**config.mk**
```make
export PLATFORM = sky130hd
export DESIGN_NAME = des_region_scheduler
export DESIGN_NICKNAME = d
export VERILOG_FILES = /design/src/rtl/des_sched_pkg.sv /design/src/rtl/des_sched_worker_fsm.sv /design/src/rtl/des_region_scheduler.sv
export SDC_FILE = /design/constraint.sdc
export NUM_CORES = 1
export LEC_CHECK = 0
export ABC_AREA = 0
export BUFFER_PORTS_ARGS = -buffer_cell sky130_fd_sc_hd__buf_2
export CAP_MARGIN = 40
export CORE_AREA = 2 2 179 181
export DETAILED_ROUTE_END_ITERATION = 8
export DIE_AREA = 0 0 181 183
export GPL_ROUTABILITY_DRIVEN = 0
export GPL_TIMING_DRIVEN = 0
export PLACE_DENSITY = 0.67
export SYNTH_ARGS = -nofsm -noshare
export SYNTH_HDL_FRONTEND = slang
export SYNTH_HIERARCHICAL = 1
export SYNTH_SLANG_ARGS = --single-unit
```
**constraint.sdc**
```tcl
create_clock -name clk -period 7.1 [get_ports clk]
set_clock_uncertainty 0.15 [all_clocks]
set_input_delay 1.065 -clock clk [delete_from_list [all_inputs] [get_ports clk]]
set_output_delay 1.065 -clock clk [all_outputs]
set_load 0.05 [all_outputs]
```
**src/rtl/des_sched_pkg.sv**
```systemverilog
// Shared command codes, FSM encodings and default sizing for the DES region scheduler.
// Pure declarations plus a combinational round-robin pick helper; no state.
// No flow control of its own.
package des_sched_pkg;

    localparam int DEF_NUM_WORKERS = 4;
    localparam int DEF_REGION_W    = 16;

    localparam logic [3:0] CMD_READ_REGION = 4'h0;
    localparam logic [3:0] CMD_START       = 4'h1;
    localparam logic [3:0] CMD_RESTART     = 4'h3;

    localparam logic [1:0] S_IDLE     = 2'd0;
    localparam logic [1:0] S_DISPATCH = 2'd1;
    localparam logic [1:0] S_DRAIN    = 2'd2;
    localparam logic [1:0] S_ABORT    = 2'd3;

    localparam logic [2:0] W_IDLE    = 3'd0;
    localparam logic [2:0] W_LOAD    = 3'd1;
    localparam logic [2:0] W_START   = 3'd2;
    localparam logic [2:0] W_RUN     = 3'd3;
    localparam logic [2:0] W_REPORT  = 3'd4;
    localparam logic [2:0] W_RESTART = 3'd5;

    // First requester at or after ptr, wrapping modulo n (n <= 8).
    function automatic void rr_pick(input logic [7:0] req, input int ptr, input int n,
                                    output logic found, output int idx);
        found = 1'b0;
        idx   = 0;
        for (int k = 7; k >= 0; k--) begin
            int cand;
            cand = ptr + k;
            if (cand >= n) cand = cand - n;
            if (k < n && req[cand[2:0]]) begin
                found = 1'b1;
                idx   = cand;
            end
        end
    endfunction

endpackage

```
**src/rtl/des_sched_worker_fsm.sv**
```systemverilog
// Per-worker sequencer: load region, start, wait for done, report, restart.
// Each command step takes one cycle after the wrapper's cmd_read; report waits for grant.
// Holds cmd_valid until cmd_read; abort_req diverts to RESTART once any open handshake completes.
module des_sched_worker_fsm
    import des_sched_pkg::*;
#(
    parameter int REGION_W = DEF_REGION_W
) (
    input  logic                clk,
    input  logic                rst_n,
    input  logic                assign_vld,
    input  logic [REGION_W-1:0] assign_region,
    input  logic                abort_req,
    input  logic                grant,
    input  logic                cmd_read,
    input  logic                done,
    output logic [3:0]          cmd,
    output logic                cmd_valid,
    output logic [REGION_W-1:0] region,
    output logic [2:0]          state
);

    always_ff @(posedge clk) begin
        if (!rst_n) begin
            state  <= W_IDLE;
            region <= '0;
        end else begin
            case (state)
                W_IDLE: begin
                    if (assign_vld) begin
                        region <= assign_region;
                        state  <= W_LOAD;
                    end
                end
                W_LOAD:    if (cmd_read) state <= abort_req ? W_RESTART : W_START;
                W_START:   if (cmd_read) state <= abort_req ? W_RESTART : W_RUN;
                W_RUN: begin
                    if (abort_req)  state <= W_RESTART;
                    else if (done)  state <= W_REPORT;
                end
                // An aborted report is simply dropped; the wrapper is still restarted.
                W_REPORT:  if (abort_req || grant) state <= W_RESTART;
                W_RESTART: if (cmd_read) state <= W_IDLE;
                default:   state <= W_IDLE;
            endcase
        end
    end

    always_comb begin
        cmd       = CMD_READ_REGION;
        cmd_valid = 1'b0;
        case (state)
            W_LOAD:    cmd_valid = 1'b1;
            W_START: begin
                cmd       = CMD_START;
                cmd_valid = 1'b1;
            end
            W_RESTART: begin
                cmd       = CMD_RESTART;
                cmd_valid = 1'b1;
            end
            default: ;
        endcase
    end

endmodule

```
**src/rtl/des_region_scheduler.sv**
```systemverilog
// Spreads an inclusive region range over NUM_WORKERS DES wrappers and collects their counters.
// One region dispatched per cycle; results leave via a one-deep register, 1/cycle sustained.
// res_valid/res_ready holds data stable; a stalled output stalls reporting workers, then dispatch.
module des_region_scheduler
    import des_sched_pkg::*;
#(
    parameter int NUM_WORKERS = DEF_NUM_WORKERS,
    parameter int REGION_W    = DEF_REGION_W
) (
    input  logic                            clk,
    input  logic                            rst_n,
    input  logic                            start,
    input  logic [REGION_W-1:0]             region_first,
    input  logic [REGION_W-1:0]             region_last,
    input  logic                            abort,
    output logic                            busy,
    output logic                            all_done,
    output logic                            res_valid,
    input  logic                            res_ready,
    output logic [REGION_W-1:0]             res_region,
    output logic [63:0]                     res_counter,
    output logic [NUM_WORKERS*4-1:0]        wk_cmd,
    output logic [NUM_WORKERS-1:0]          wk_cmd_valid,
    output logic [NUM_WORKERS*REGION_W-1:0] wk_region,
    input  logic [NUM_WORKERS-1:0]          wk_cmd_read,
    input  logic [NUM_WORKERS-1:0]          wk_done,
    input  logic [NUM_WORKERS*64-1:0]       wk_counter
);

    localparam int PTR_W = $clog2(NUM_WORKERS);

    logic [1:0]             state;
    logic [REGION_W:0]      next_region;
    logic [REGION_W-1:0]    last_region;
    logic [PTR_W-1:0]       disp_ptr, arb_ptr, disp_sel, arb_sel;
    logic [2:0]             wstate [NUM_WORKERS];
    logic [NUM_WORKERS-1:0] w_idle, w_report, assign_vec, grant_vec;
    logic                   disp_found, arb_found;
    int                     disp_idx, arb_idx;
    logic                   running, abort_req, range_done, do_dispatch, do_load;

    assign busy       = (state != S_IDLE);
    assign running    = (state == S_DISPATCH) || (state == S_DRAIN);
    assign abort_req  = (state == S_ABORT);
    // The extra bit keeps next_region from wrapping past the top of the index space.
    assign range_done = (next_region > {1'b0, last_region});

    always_comb begin
        rr_pick(8'(w_idle),   int'(disp_ptr), NUM_WORKERS, disp_found, disp_idx);
        rr_pick(8'(w_report), int'(arb_ptr),  NUM_WORKERS, arb_found,  arb_idx);
    end

    assign disp_sel    = PTR_W'(disp_idx);
    assign arb_sel     = PTR_W'(arb_idx);
    assign do_dispatch = (state == S_DISPATCH) && !abort && !range_done && disp_found;
    assign do_load     = running && !abort && arb_found && (!res_valid || res_ready);

    always_comb begin
        assign_vec = '0;
        grant_vec  = '0;
        for (int i = 0; i < NUM_WORKERS; i++) begin
            if (do_dispatch && disp_sel == PTR_W'(i)) assign_vec[i] = 1'b1;
            if (do_load && arb_sel == PTR_W'(i))      grant_vec[i]  = 1'b1;
        end
    end

    always_ff @(posedge clk) begin
        if (!rst_n) begin
            state       <= S_IDLE;
            next_region <= '0;
            last_region <= '0;
            disp_ptr    <= '0;
            arb_ptr     <= '0;
            all_done    <= 1'b0;
            res_valid   <= 1'b0;
            res_region  <= '0;
            res_counter <= '0;
        end else begin
            all_done <= 1'b0;
            case (state)
                S_IDLE: begin
                    if (start) begin
                        next_region <= {1'b0, region_first};
                        last_region <= region_last;
                        state       <= S_DISPATCH;
                    end
                end
                S_DISPATCH: begin
                    if (abort) begin
                        state <= S_ABORT;
                    end else if (range_done) begin
                        state <= S_DRAIN;
                    end else if (do_dispatch) begin
                        next_region <= next_region + 1'b1;
                        disp_ptr    <= (disp_sel == PTR_W'(NUM_WORKERS - 1)) ? '0 : disp_sel + 1'b1;
                    end
                end
                S_DRAIN: begin
                    if (abort) begin
                        state <= S_ABORT;
                    end else if (&w_idle && !res_valid) begin
                        state    <= S_IDLE;
                        all_done <= 1'b1;
                    end
                end
                S_ABORT:  if (&w_idle) state <= S_IDLE;
                default:  state <= S_IDLE;
            endcase

            if ((running && abort) || abort_req) begin
                res_valid <= 1'b0;
            end else if (do_load) begin
                res_valid   <= 1'b1;
                res_region  <= wk_region[arb_sel*REGION_W +: REGION_W];
                res_counter <= wk_counter[arb_sel*64 +: 64];
                arb_ptr     <= (arb_sel == PTR_W'(NUM_WORKERS - 1)) ? '0 : arb_sel + 1'b1;
            end else if (res_ready) begin
                res_valid <= 1'b0;
            end
        end
    end

    for (genvar g = 0; g < NUM_WORKERS; g++) begin : g_wk
        des_sched_worker_fsm #(
            .REGION_W(REGION_W)
        ) u_fsm (
            .clk          (clk),
            .rst_n        (rst_n),
            .assign_vld   (assign_vec[g]),
            .assign_region(next_region[REGION_W-1:0]),
            .abort_req    (abort_req),
            .grant        (grant_vec[g]),
            .cmd_read     (wk_cmd_read[g]),
            .done         (wk_done[g]),
            .cmd          (wk_cmd[g*4 +: 4]),
            .cmd_valid    (wk_cmd_valid[g]),
            .region       (wk_region[g*REGION_W +: REGION_W]),
            .state        (wstate[g])
        );
        assign w_idle[g]   = (wstate[g] == W_IDLE);
        assign w_report[g] = (wstate[g] == W_REPORT);
    end

endmodule

```
## Word level (Yosys, flattened, before mapping)

Index checks and enable logic that the tools add are counted.

- Add/sub/neg operators: 17
- Multipliers: 0
- Div/mod/pow operators: 0
- $lt $le $gt $ge: 17
- Equality and inequality tests: 60
- Shift operators: 2
- Multiplexer cells: 107
- Bitwise logic cells: 5
- Reduce and logical (&&, ||, !) cells: 56

Operators with widths:

| cell | number |
|---|---|
| 256-bit by 9-bit indexed part select with 64-bit output | 1 |
| 3-bit two-way mux | 38 |
| 3-bit one-hot mux with 6 select lines | 4 |
| 17-bit two-way mux | 4 |
| 64-bit by 7-bit indexed part select with 16-bit output | 1 |
| 17-bit one-hot mux with 2 select lines | 1 |
| 3-bit by 4-bit less-than comparator with 1-bit output (second input constant) | 8 |
| 2-bit two-way mux | 16 |
| 2-bit inequality test (second input constant) | 16 |
| 1-bit two-way mux | 31 |
| 1-bit binary-select mux with 3-bit select | 8 |
| 3-bit by 2-bit == test with 1-bit output (second input constant) | 8 |
| 3-bit == test (second input constant) | 8 |
| 6-bit AND reduction | 4 |
| 3-bit >= comparator (second input constant) | 6 |
| 2-bit by 1-bit inequality test with 1-bit output (second input constant) | 9 |
| 3-bit subtractor (second input constant) | 6 |
| 17-bit by 1-bit adder with 17-bit output (second input constant) | 1 |
| 17-bit by 16-bit > comparator with 1-bit output | 1 |
| 1-bit logical AND | 16 |
| 2-bit one-hot mux with 2 select lines | 4 |
| 3-bit inequality test (second input constant) | 5 |
| 3-bit OR reduction | 5 |
| 2-bit by 2-bit adder with 3-bit output (second input constant) | 4 |
| 19 further kinds | 59 |

- Register bits: 197
- Bits in latches: 0
- RAM bits: 0
- Bits in read-only memories: 0
- Bits of input ports: 301
- Output and inout bits: 167
- Logic and storage cells: 281
- Memories: 0

## Logic depth before layout (Yosys ltp)

- Depth in word-level cells: 16
- Mapped depth: 16
- Gate-level depth less buffers: 14

## Cells and area by module

Netlist, hierarchy kept.

Modules (own cells, without submodules):

| module | times used | cells an instance | area an instance (um^2) | sequential area each (um^2) |
|---|---|---|---|---|
| des_region_scheduler | 1 | 695 | 7838.8 | 2422.3 |
| des_sched_worker_fsm | 4 | 111 | 915.9 | 380.4 |

## Worst setup path before layout

Ideal clock, no wire load.

- Path type: register to register
- From: register arb_ptr[0]
- To: register g_wk[0].u_fsm.state[0]
- Setup time: 130 ps
- Arrival time: 3295 ps
- Data required time: 6820 ps
- Slack: 3525 ps
- Stages on the path, launching flop included: 17
- Path buffers: 2
- Period minus slack after synthesis: 3575 ps
- Cells stage by stage: dfxtp_1 > buf_4 > inv_2 > ha_1 > clkinv_1 > mux2i_1 > a32o_1 > a2111oi_2 > o32a_2 > buf_2 > inv_1 > ha_1 > and2_1 > or4b_4 > a21oi_2 > a221oi_2 > mux2i_1

- Word-level cells in the longest chain between the ends: 16
- Elaborated cells between the ends (all ways): 39
- Those cells by class: add/sub (7); order compare (4); eq/ne (1); mux (21); reduce/logical (6)

RTL lines:

| item | RTL line | text |
|---|---|---|
| start, declared | des_region_scheduler.sv:35 | `logic [PTR_W-1:0] disp_ptr, arb_ptr, disp_sel, arb_sel;` |
| start signal, assigned | des_region_scheduler.sv:116 | `arb_ptr <= (arb_sel == PTR_W'(NUM_WORKERS - 1)) ? '0 : arb_sel + 1'b1;` |
| 2-bit by 2-bit adder with 3-bit output | des_sched_pkg.sv:32 | `cand = ptr + k;` |
| 3-bit subtractor or 3-bit >= comparator (tied branches) | des_sched_pkg.sv:33 | `if (cand >= n) cand = cand - n;` |
| 3-bit two-way mux | des_sched_pkg.sv:33 |  |
| 1-bit binary-select mux with 3-bit select | des_sched_pkg.sv:34 | `if (k < n && req[cand[2:0]]) begin` |
| 1-bit two-way mux (not written as such) | des_sched_pkg.sv:34 |  |
| 1-bit two-way mux (4 in series) | des_sched_pkg.sv:34 |  |
| 1-bit logical AND (2 in series) | des_region_scheduler.sv:56 | `assign do_load = running && !abort && arb_found && (!res_valid \|\| res_ready);` |
| 1-bit logical AND (*) | des_region_scheduler.sv:63 | `if (do_load && arb_sel == PTR_W'(i)) grant_vec[i] = 1'b1;` |
| 1-bit two-way mux (*) | des_region_scheduler.sv:63 |  |
| net grant_vec[0] | des_region_scheduler.sv:37 | `logic [NUM_WORKERS-1:0] w_idle, w_report, assign_vec, grant_vec;` |
| 1-bit logical OR (*) | des_sched_worker_fsm.sv:42 | `W_REPORT: if (abort_req \|\| grant) state <= W_RESTART;` |
| 2-bit by 1-bit inequality test with 1-bit output (no source line) (*) | -- |  |
| 6-bit AND reduction (no source line) (*) | -- |  |
| end signal, assigned | des_sched_worker_fsm.sv:35 | `W_LOAD: if (cmd_read) state <= abort_req ? W_RESTART : W_START;` |
| end signal, assigned | des_sched_worker_fsm.sv:36 | `W_START: if (cmd_read) state <= abort_req ? W_RESTART : W_RUN;` |
| end, declared | des_sched_worker_fsm.sv:20 | `output logic [2:0] state` |

Mark *: on every way through the listed nets, which the timed path passes. The rest lies on a longest branch. The select of a mux whose other input is x is not followed.
A chain may end at the register's enable or synchronous reset.

## Final worst setup path

- From: register arb_ptr[0]
- To: register g_wk[2].u_fsm.state[2]

- Word-level cells in the longest chain between the ends: 16
- Elaborated cells between the ends (all ways): 39
- Those cells by class: add/sub (7); order compare (4); eq/ne (2); mux (21); reduce/logical (5)

RTL lines:

| item | RTL line |
|---|---|
| 2-bit by 2-bit adder with 3-bit output | des_sched_pkg.sv:32 |
| 3-bit subtractor or 3-bit >= comparator (tied branches) | des_sched_pkg.sv:33 |
| 3-bit two-way mux | des_sched_pkg.sv:33 |
| 1-bit binary-select mux with 3-bit select | des_sched_pkg.sv:34 |
| 1-bit two-way mux (not written as such) | des_sched_pkg.sv:34 |
| 1-bit two-way mux (4 in series) | des_sched_pkg.sv:34 |
| 1-bit logical AND (2 in series) | des_region_scheduler.sv:56 |
| 1-bit logical AND (*) | des_region_scheduler.sv:63 |
| 1-bit two-way mux (*) | des_region_scheduler.sv:63 |
| net grant_vec[2] | des_region_scheduler.sv:37 |
| 1-bit logical OR (*) | des_sched_worker_fsm.sv:42 |
| 2-bit by 1-bit inequality test with 1-bit output (no source line) (*) | -- |
| 6-bit AND reduction (no source line) (*) | -- |
| end signal, assigned | des_sched_worker_fsm.sv:35 |
| end signal, assigned | des_sched_worker_fsm.sv:36 |
| end, declared | des_sched_worker_fsm.sv:20 |

Marks and branches as above.

==> metrics.md <==
| Metric | Value |
|---|---|
| Detailed Routing Iterations Pass 1 | `7` |
| Root buffer cell | `clkbuf_16` |
| Clk sinks | `between 150 and 200` |
| Worst EP required | `7.28 ns` |
| Die height | `183 um` |
| Largest net degree at the start of global routing | `24` |
| CTS Hold Bufs | `0` |
| Total vias in the final route | `11300` |
| Crit Path Category | `flop to flop` |
| DRC | `0` |
| Clk buf depth | `2` |
| Hpwl dp | `between 30000 and 40000 um` |
| Starting Density | `0.368` |
| Final hold violation count | `0` |
| Peak fanout along the critical path | `11` |
| Share of the synthesized area in the top cell type | `0.343` |
| Design area | `15000 um2` |
| Placed Area | `about 14000 um2` |
| CTS tree | `built` |
| Main flop type after synthesis | `dfxtp_1` |
| Core box area | `around 31000 um2` |
| Final nets | `a little under 2000` |
| Initial antenna violation count | `18` |
| First-pass GRT wire length | `roughly 68000 um` |
| Number of flops mapped to enable cells by yosys | `0` |
| Tightest Pin Transition | `slightly above 0.9 ns` |
| RSZ-0062 raised after global routing | `false` |
| Post-CTS Setup Inserts | `0` |
| Final TNS setup | `0 ns` |
| Worst-path clk slew | `~0.090 ns` |
| Final setup fails | `0` |
| Vias per cell | `approximately 5.5` |
| WL/cell | `~23 um` |
| GR Util All Layers | `0.274` |
| Top area cells in the synthesized netlist | `dfxtp_1 34%, mux4_1 16%, nand2_1 6.6%` |
| Layout area overhead | `30.1%` |
| Yosys reg bits | `slightly below 200` |
| Synth warnings | `6` |
| Post-route clock period utilization | `0.567` |
| Worst skew pair latency | `roughly 0.45 ns` |
| Grt total ovfl | `0` |
| Status | `complete, no violations` |
| Htree depth | `4` |
| Core Rows | `65` |
| Post-cts sizing count | `0` |
| Dominant cell type by area after synthesis | `dfxtp_1` |
| Final slew viol count | `0` |
| Critical path endpoint category | `flop` |
| Ys async rst share | `0` |
| Number of top-level pins | `~470` |
| Final ANT Viol Nets | `0` |
| Maximum vdd drop | `0.289 mV` |
| Post-Syn Area per Cell | `10.1 um2` |
| Final WL | `around 47000 um` |
| Max cap viols | `0` |
| P_leak | `a little under 0.007 uW` |
| Slew headroom | `0.386` |
| Synth Instances | `1139` |
| Hold Crit Class | `flop to flop` |
| Number of global-route vias before repair | `10800` |
| Layout cells sized above 1 | `0.366` |
| Cell variety after synth | `between 70 and 80` |
| Register area share after synthesis | `0.343` |
| Width of the die | `181 um` |
| IO Port Bufs | `approximately 460` |
| Die footprint | `about 33000 um2` |
| Initial drt markers | `approximately 740` |
| Final worst path period need | `between 4 and 5 ns` |
| CTS buffer count | `17` |
| Critical path arrival | `about 4.2 ns` |
| Fmax | `between 200 and 250 MHz` |
| Synth Cell Area | `between 10000 and 15000 um2` |
| Critical path startpoint category | `flop` |
| Power Density | `roughly 260 nW/um2` |
[placed cells by master (no fill, tap or decap), drive strengths merged, types with 50 or more instances in the layout]
cell type    n
dfxtp      197
a21oi       63
nand2      203
a22o        82
a21boi      68
mux4        81
buf        514
clkbuf      50
[critical path: stages, from the launching register on]
cell       delay [ns]
dfxtp_1          0.32
buf_4            0.17
inv_2            0.10
ha_1             0.32
clkinv_1         0.23
mux2i_1          0.19
a32o_1           0.28
a2111oi_2        0.29
o32a_2           0.24
buf_2            0.29
inv_1            0.11
ha_1             0.21
and2_1           0.15
or4b_4           0.48
a21oi_2          0.16
a221oi_2         0.08
mux2i_1          0.15
[through the flow]
step	hold WS (ns)	worst slack (ns)	util	cells	total power, uW
after floorplan	0.286	3.52	-	1143	2420
after global placement	0.297	2.94	0.458	2004	2860
after detailed placement	0.300	2.92	0.459	2005	2890
after CTS	0.311	3.07	0.479	2037	3930
after global routing	0.326	2.84	0.479	2039	4150
final	0.308	3.07	0.479	2045	3930
[cell families after synthesis]
| group | Yosys count | share of synthesized area |
|---|---|---|
| buffers and inverters | 130 | 0.0729 |
| and+or+nand+nor | 365 | 0.152 |
| adders and majority gates | 32 | 0.0348 |
| DFF | 197 | 0.343 |
| AOI/OAI and AO/OA | 307 | 0.195 |
| muxes | 104 | 0.202 |
| other | 4 | 0.00130 |
[registers in the layout, summed over array words and instances, names as in the netlist]
signal and cells:
res_counter 64, state 2, last_region 16, arb_ptr 2, g_wk.u_fsm/state 12, disp_ptr 2
res_region 16, g_wk.u_fsm/region 64, next_region 17, all_done 1, res_valid 1
[synthesized netlist by cell type (all sizes together), types with 3 or more instances]
cell type and count:
nand2 203, dfxtp 197, a22o 82, mux4 81
a21boi 68, a21oi 63, buf 54, nor2 45
o21ai 45, inv 37, clkbuf 32, ha 32
mux2i 22, nand3 15, and2 14, and3 14
nor3 14, nor2b 9, a21o 8, nand3b 6
o21a 6, or3 6, a211oi 5, nand2b 5
nand4 5, nor3b 5, nor4 5, a221oi 4
and2b 4, conb 4, dlygate4sd3 4, or4b 4
or4bb 4, a2111oi 3, a31o 3, clkinv 3
[final cells by class]
type / instances / area (um2)
antenna: 8 / 20.0
buffer: 90 / 688
clock buffer: 18 / 439
clock inverter: 14 / 180
fill: 3053 / 16300
inverter: 40 / 150
multi-input combinational: 816 / 6740
sequential: 197 / 3940
tap: 402 / 503
timing repair buffer: 460 / 2300
[layer usage]
layer / share of wire / track usage
met1: 0.40 / 0.334
met2: 0.47 / 0.462
met3: 0.10 / 0.0896
met4: 0.030 / 0.0842
met5: 0.0022 / 0
[final timing paths]
| check | from | to | slack (ns) | depth (start not counted) |
|---|---|---|---|---|
| max | arb_ptr[0] | g_wk[2].u_fsm/state[2] | 3.07 | 16 |
| min | last_region[11] | last_region[11] | 0.31 | 2 |
| max reg2reg | arb_ptr[0] | g_wk[2].u_fsm/state[2] | 3.07 | 16 |
| min reg2reg | last_region[11] | last_region[11] | 0.31 | 2 |
[where the power goes]
part	total (uW)	internal (uW)	switching (uW)	leakage, uW
combinational	1530	604	929	0.00496
sequential	1360	1190	164	0.00159
clock	1040	520	516	0.000299
(Power assumes the default switching activity.)
